## src/rtl/upe_accum64.sv

```systemverilog
// upe_accum64: frame accumulator for signed 32-bit terms into a 64-bit sum.
// Each term is added in two beats: the low word in LO (carry registered) and
// the sign-extended high word in HI, so the carry chain is only 33 bits long.
// A frame closes on in_last; the result is held in DONE until out_ready.
module upe_accum64 #(
    parameter int COUNT_W = 8
) (
    input  logic               CLK,
    input  logic               RST,
    input  logic               in_valid,
    output logic               in_ready,
    input  logic [31:0]        in_data,
    input  logic               in_last,
    output logic               out_valid,
    input  logic               out_ready,
    output logic [63:0]        out_sum,
    output logic [COUNT_W-1:0] out_count,
    output logic               out_overflow
);

    typedef enum logic [1:0] {LO, HI, DONE} state_t;

    localparam logic [COUNT_W-1:0] COUNT_MAX = {COUNT_W{1'b1}};
    localparam logic [COUNT_W-1:0] COUNT_ONE = {{(COUNT_W-1){1'b0}}, 1'b1};

    state_t              state_reg;
    logic [63:0]         acc_reg;
    logic                carry_reg;
    logic                sign_reg;
    logic                last_reg;
    logic [COUNT_W-1:0]  count_reg;
    logic                overflow_reg;
    logic                out_valid_reg;

    logic [32:0]         lo_sum;
    logic [31:0]         hi_sum;
    logic                hi_ovf;

    // Low-word add including its carry out, and the high-word add of the
    // sign extension plus that carry. Overflow: operands agree in sign but
    // the new top bit does not.
    assign lo_sum = {1'b0, acc_reg[31:0]} + {1'b0, in_data};
    assign hi_sum = acc_reg[63:32] + {32{sign_reg}} + {31'b0, carry_reg};
    assign hi_ovf = (acc_reg[63] == sign_reg) && (hi_sum[31] != sign_reg);

    // Terms are only taken in LO, and never while reset is asserted.
    assign in_ready = (state_reg == LO) && !RST;

    assign out_valid    = out_valid_reg;
    assign out_sum      = acc_reg;
    assign out_count    = count_reg;
    assign out_overflow = overflow_reg;

    // Two-beat accumulate FSM with result hold until the consumer accepts it.
    always_ff @(posedge CLK) begin
        if (RST) begin
            state_reg     <= LO;
            acc_reg       <= '0;
            carry_reg     <= 1'b0;
            sign_reg      <= 1'b0;
            last_reg      <= 1'b0;
            count_reg     <= '0;
            overflow_reg  <= 1'b0;
            out_valid_reg <= 1'b0;
        end else begin
            case (state_reg)
                LO: begin
                    if (in_valid && in_ready) begin
                        acc_reg[31:0] <= lo_sum[31:0];
                        carry_reg     <= lo_sum[32];
                        sign_reg      <= in_data[31];
                        last_reg      <= in_last;
                        if (count_reg != COUNT_MAX) begin
                            count_reg <= count_reg + COUNT_ONE;
                        end
                        state_reg     <= HI;
                    end
                end
                HI: begin
                    acc_reg[63:32] <= hi_sum;
                    carry_reg      <= 1'b0;
                    if (hi_ovf) begin
                        overflow_reg <= 1'b1;
                    end
                    if (last_reg) begin
                        state_reg     <= DONE;
                        out_valid_reg <= 1'b1;
                    end else begin
                        state_reg     <= LO;
                    end
                end
                DONE: begin
                    if (out_ready) begin
                        acc_reg       <= '0;
                        count_reg     <= '0;
                        overflow_reg  <= 1'b0;
                        carry_reg     <= 1'b0;
                        sign_reg      <= 1'b0;
                        last_reg      <= 1'b0;
                        out_valid_reg <= 1'b0;
                        state_reg     <= LO;
                    end
                end
                default: begin
                    state_reg     <= LO;
                    out_valid_reg <= 1'b0;
                end
            endcase
        end
    end

endmodule

```

## config.mk

```make
export PLATFORM = sky130hd
export DESIGN_NAME = upe_accum64
export DESIGN_NICKNAME = d
export VERILOG_FILES = /design/src/rtl/upe_accum64.sv
export SDC_FILE = /design/constraint.sdc
export NUM_CORES = 1
export LEC_CHECK = 0
export ABC_AREA = 1
export BUFFER_PORTS_ARGS = -buffer_cell sky130_fd_sc_hd__buf_2
export CORE_MARGIN = 10
export CORE_UTILIZATION = 60
export DETAILED_ROUTE_END_ITERATION = 7
export PLACE_DENSITY = 0.83
export SLEW_MARGIN = 5
export SYNTH_ARGS = -nofsm -noshare
export SYNTH_HDL_FRONTEND = slang
export SYNTH_SLANG_ARGS = --single-unit
```

## constraint.sdc

```tcl
create_clock -name CLK -period 4.9 [get_ports CLK]
set_clock_uncertainty 0.1 [all_clocks]
set_input_delay 0.49 -clock CLK [delete_from_list [all_inputs] [get_ports CLK]]
set_output_delay 0.49 -clock CLK [all_outputs]
set_load 0.02 [all_outputs]
```

==> results of run 1 <==
[worst min path at each step]
stage,to,cells past startpoint,slack (ns),startpoint
after floorplan,carry_reg$_SDFFE_PP0P_,2,0.34,carry_reg$_SDFFE_PP0P_
after global placement,carry_reg$_SDFFE_PP0P_,2,0.36,carry_reg$_SDFFE_PP0P_
after detailed placement,out_sum[16]$_SDFFE_PP0P_,2,0.37,out_sum[16]$_SDFFE_PP0P_
after CTS,last_reg$_SDFFE_PP0P_,3,0.30,in_last
after global routing,last_reg$_SDFFE_PP0P_,3,0.33,in_last
final,last_reg$_SDFFE_PP0P_,3,0.31,in_last
[area by class of cell]
class / count / area share, %
clock buffers: 10 / 2.889
clock inverters: 6 / 0.5367
inverters: 117 / 5.572
multi-input cells: 905 / 61.50
flip-flops and latches: 79 / 19.95
well taps: 143 / 2.257
repair buffers: 114 / 7.293
[stage by stage]
step	utilization, %	setup WS (ns)	instances	cell area [µm²]	hold WS, ns
2_1_floorplan	-	2.082	1121	7005	0.3442
3_3_place_gp	67.04	2.179	1358	7655	0.3648
3_5_place_dp	67.04	2.109	1358	7655	0.3734
4_1_cts	69.42	2.095	1374	7926	0.2986
5_1_grt	69.42	1.760	1374	7926	0.3314
6_report	69.42	2.052	1374	7926	0.3130
[power groups by stage]
stage	Clock, mW	Combinational (mW)	Sequential (mW)
after floorplan	0	1.80	1.22
after global placement	0	2.64	1.01
after detailed placement	0	2.67	1.02
after CTS	0.656	2.69	1.00
after global routing	0.684	3.04	1.03
final	0.649	2.71	1.01
[logic make-up after synthesis]
kind of cell | share of synthesized area (%)
AOI/OAI and AO/OA | 18.36
DFF | 22.58
xor gates and xnor gates | 1.375
buffers and inverters | 7.876
adders and majority gates | 12.82
and+or+nand+nor | 36.99
[layer usage]
| metal | track usage [%] | share of wire, % |
|---|---|---|
| met3 | 5.790 | 7.9 |
| met5 | 0 | 0 |
| met1 | 34.45 | 49 |
| met4 | 6.821 | 1.4 |
| met2 | 34.52 | 42 |
[tightest hold or removal path: cells and delay by family]
kind                   cells  cell delay (ns)
buffers and inverters      1             0.11
and+or+nand+nor            1             0.06
AOI/OAI and AO/OA          1             0.06
[cells in the mapped netlist, drive strengths merged (6+ instances only)]
master / instances
a21boi: 6
a21o: 10
a21oi: 147
buf: 12
clkbuf: 8
dfxtp: 79
ha: 67
inv: 117
nand2: 336
nand3: 97
nand3b: 7
nand4: 14
nor2: 102
nor3: 15
o21ai: 45
o21bai: 12
or2: 18
xor2: 11
==> metrics.cfg, run 1 <==
[run_status]
outcome=finished clean

[grt]
grt_pass1_vias=6870
grtUsageTotal_pct=23.96
grt_pass1_wl_um=33060
grt_start_max_net_pins=73
overflow=0
antenna_found_initial=0

[worst_setup_path]
crit_end=out_sum[54]$_SDFFE_PP0P_
rrSetupSlack_ns=2.05
cpPeakStageDelay_ns=0.60
critPathTopFamily=simple AND/OR/NAND/NOR gates
worstPathMaxFanout=12
crit_cells=15
endpoint_kind=flop
crit_path_start_kind=flop
slowest_stage=dfxtp_1
rr_worst_depth=15
reg2reg_from=sign_reg$_SDFFE_PP0P_
crit_start=sign_reg$_SDFFE_PP0P_
cp.arrival_ns=2.95
path_buf_inv=2
cp_cell_sequence=inv_1 > fa_1 > inv_1 > fa_1 > nand3_1 > nand2_1 > nand2_1 > nand2_1 > nand3_1 > nand2_1 > nand3_1 > nand2_1 > nand2_1 > nand3_1 > a21oi_1
cpMostUsedCell=nand2_1
r2r_end=out_sum[54]$_SDFFE_PP0P_
crit_required_ns=5.00
path_class=flop to flop

[timing]
fmax_ghz=0.3511
finalSetupTns_ns=0
maxSlewViolCount=0
slew_headroom_pct=27.29
rsz0062_at_grt=no
tightest_slew_ns=1.089
finalHoldViolations=0
min_period_ns=2.848
finalSetupViolations=0
period_share_pct=58.12

[run]
maxCapViolCount=0

[clocking]
cts_resized=0
cts_tree=done
cts_buffers=9
post-cts-setup-buffers=0
holdBufCountCts=0
clk_pin_slew_ns=0.07
clock_latency_ns=0.35
root_buffer=clkbuf_16
htree_levels=3
clock-sinks=79
clockBufferDepth=2

[synthesis]
seq_area_frac_synth_pct=22.58
synth_nets=1228
yosysWarnings=0
postSynthAreaPerCell_um2=6.249
syn_area_um2=7005
netlist.area_leader.share_pct=22.58
synth_seq_cells=79
synth_area_leaders=dfxtp_1, nand2_1, ha_1
synthArstFlopShare_pct=0
synth_flop_cell=dfxtp_1
synth_cell_types=46
synth-edff-count=0
synthCells=1121
yosys.area.top_type=dfxtp_1

[die]
die_width_um=128.1
ios=112
start_util_pct=61.35
rows=39
dieArea_um2=16400
coreArea_um2=11420
die_y_um=128.1

[cells_and_area]
final_nets=1333
fill_cells=1121
final_common_cell=nand2_1
seq_area_um2=1582
multi_input_area_um2=4875
syn_to_final_growth_pct=13.15
drive_gt1_share_pct=15.43
largest_register_ff_count=64
layout_common_cells=nand2_1, a21oi_1, buf_2
antennaDiodeCount=0

[routing]
drtIter0Drc=657
vias_per_cell=5.619
drt-pass1-iter-count=5
drc_errors=0
wire_per_inst_um=14.80
num_vias=7720
routed_wl_um=20340
ant_nets=0

[placed_design]
routabilityCongestion=1.027
io_buffers=111
hpwl_um=15820

[power]
seq_power_share_pct=23.1
p_sw_mw=2.289
intPower_mw=2.078
leakagePower_nw=4.050
comb_power_share_pct=62.1
power_density_nw_per_um2=550.9
total_power_mw=4.367
clkPwrFrac_pct=14.9
power.switching_fraction_pct=52.42
peakVddDrop_v=0.0003628

[min_path]
holdCritPathClass=input pin to flop

(Power assumes the default switching activity.)
==> inputs of run 2 (changes only) <==
Settings changed: CORE_UTILIZATION 60 to 58, PLACE_DENSITY 0.83 to 0.8.
Clock period 4.9 ns to 2.7 ns, I/O delays scaled along.
==> run 2 against run 1 <==
  * Flip-flop and latch count unchanged
  * Maximum frequency increased by 15%
  * First-iteration DRC count decreased by 10%
  * Combinational power grew 87%
  * Via count rose by 1.2%
  * Design area increased by 2.5%
  * Clock-buffer cell count shrank 1
  * Critical path type unchanged
  * Core utilization down 1.2 points
  * Register-to-register slack lost 1.8 ns
  * Critical path depth unchanged
==> metrics.cfg, run 2 (synthesis results as in run 1) <==
[clocking]
clockBufferDepth=2  ; unchanged
clock_latency_ns=0.35  ; about the same
cts_tree=done
clk_pin_slew_ns=0.07  ; about the same
htree_levels=3  ; unchanged
root_buffer=clkbuf_16
cts_buffers=9  ; unchanged
clock-sinks=79  ; unchanged

[grt]
overflow=0  ; unchanged
grt_pass1_vias=7115  ; +3.6%
grtUsageTotal_pct=24.26  ; +0.30 points
grt_start_max_net_pins=73  ; unchanged
antenna_found_initial=0  ; unchanged
grt_pass1_wl_um=33700  ; +1.9%

[run_status]
outcome=finished clean

[routing]
drt-pass1-iter-count=5  ; unchanged
routed_wl_um=21100  ; +3.7%
drc_errors=0  ; unchanged
wire_per_inst_um=15.21  ; +2.8%
num_vias=7809  ; +1.2%
vias_per_cell=5.630  ; +0.20%
drtIter0Drc=591  ; -10%
ant_nets=0  ; unchanged

[cells_and_area]
antennaDiodeCount=0  ; unchanged
final_common_cell=nand2_1
drive_gt1_share_pct=16.37  ; +0.94 points
layout_common_cells=nand2_1, a21oi_1, buf_2
syn_to_final_growth_pct=15.97
fill_cells=1167  ; +4.1%
final_cells=1387  ; +0.95%
final_util_pct=68.20  ; -1.2 points
final_nets=1342  ; +0.68%
largest_register_ff_count=64  ; unchanged

[min_path]
holdCritPathClass=input pin to flop
holdPathStages=3  ; unchanged

[die]
die_width_um=129.9  ; +1.4%
coreArea_um2=11910  ; +4.3%
die_y_um=129.9  ; +1.4%
dieArea_um2=16870  ; +2.9%
ios=112  ; unchanged
rows=40  ; +2.6%
start_util_pct=58.81  ; -2.5 points

[worst_setup_path]
rr_worst_depth=15  ; unchanged
crit_cells=15  ; unchanged
cp.arrival_ns=2.59  ; -0.36 ns
path_buf_inv=3  ; +1
endpoint_kind=flop
worstPathMaxFanout=4  ; -8
path_class=flop to flop
cp_cell_sequence=ha_1 > inv_1 > fa_1 > inv_1 > nand3_1 > nand2_1 > a21oi_1 > inv_1 > nand2_1 > nand2_1 > nand3_1 > nand3_1 > nand2_1 > nand3_1 > a21oi_1
crit_path_start_kind=flop
slowest_stage=dfxtp_1
crit_required_ns=2.81  ; -2.19 ns
critPathTopFamily=simple AND/OR/NAND/NOR gates
cpPeakStageDelay_ns=0.35  ; -0.25 ns

[placed_design]
hpwl_um=16380  ; +3.5%
io_buffers=111  ; unchanged
placed_cells=1370  ; +0.88%
routabilityCongestion=0.9786  ; -4.7%

[power]
leakagePower_nw=4.148  ; +2.4%
peakVddDrop_v=0.0007795  ; +110%
power_density_nw_per_um2=1040  ; +89%

[timing]
slew_headroom_pct=46.27  ; +19 points
fmax_ghz=0.4031  ; +15%
finalSetupTns_ns=0  ; unchanged
rsz0062_at_grt=no
maxSlewViolCount=0  ; unchanged
finalSetupViolations=0  ; unchanged
finalHoldViolations=0  ; unchanged
tightest_slew_ns=0.8060  ; -0.2835 ns
period_share_pct=91.89  ; +34 points
min_period_ns=2.481  ; -0.3668 ns

[run]
maxCapViolCount=0  ; unchanged

## run 2: changes by cell type in the layout (fill, tap and decap cells not counted), moves of 2 or more
| cell | change |
|---|---|
| buf_4 | +7 |
| bufinv_16 | +4 |
| buf_12 | +2 |
| clkinvlp_4 | -2 |
## run 2: what timing repair did
action | in CTS | in global routing
setup buffers | 0 | 1
resized for setup | 0 | 3
endpoints found under the setup margin | 0 | 7
hold buffers | 0 | 0
## run 2: metal layers
layer | vias up | routed length (µm) | GRT usage [%]
met5 | - | 0 | 0
met1 | 3535 | 10120 | 33.71
met3 | 23 | 1847 | 5.355
met2 | 299 | 8901 | 37.07
li1 | 3952 | - | -
met4 | 0 | 229 | 6.349
## run 2: worst paths after layout
check / from / endpoint / slack (ns)
worst max-delay path: out_sum[0]$_SDFFE_PP0P_ / out_sum[18]$_SDFFE_PP0P_ / 0.22
worst min-delay path: in_last / last_reg$_SDFFE_PP0P_ / 0.09
worst max register to register: out_sum[0]$_SDFFE_PP0P_ / out_sum[18]$_SDFFE_PP0P_ / 0.22
worst min register to register: out_sum[5]$_SDFFE_PP0P_ / out_sum[5]$_SDFFE_PP0P_ / 0.38
## run 2: per-stage QoR
step                      total power [mW]  cell area [µm²]  hold slack (ns)  setup slack [ns]
after floorplan                      5.473             7007           0.3107            0.2246
after global placement               6.757             7746           0.3604            0.3328
after detailed placement             6.816             7746           0.3688            0.2642
after CTS                            8.400             8114          0.07844            0.2216
after global routing                 9.109             8124          0.09196           0.01469
final                                8.446             8124          0.08754            0.2190
## run 2: layout make-up
type | instances | area (µm²) | share of cell area [%]
tap | 147 | 183.9 | 2.264
inverter | 117 | 441.7 | 5.437
clock buffer | 9 | 225.2 | 2.772
multi-input combinational | 905 | 4877 | 60.03
clock inverter | 7 | 142.6 | 1.756
sequential | 79 | 1583 | 19.48
timing repair buffer | 123 | 670.6 | 8.255
## run 2: worst reg2reg max path, delay by kind of cell (launching register included)
kind	cells	cell delay, ns
AND/OR/NAND/NOR	8	0.83
AO/OA/AOI/OAI	2	0.18
flip-flops	1	0.35
adder cells (fa/ha/maj)	2	0.57
buffers and inverters	3	0.31
## run 2: where the power goes
| group | switching (mW) | internal (mW) | leakage [nW] |
|---|---|---|---|
| logic | 3.36 | 1.72 | 3.33 |
| clock network | 0.550 | 1.00 | 0.180 |
| registers | 0.291 | 1.52 | 0.643 |
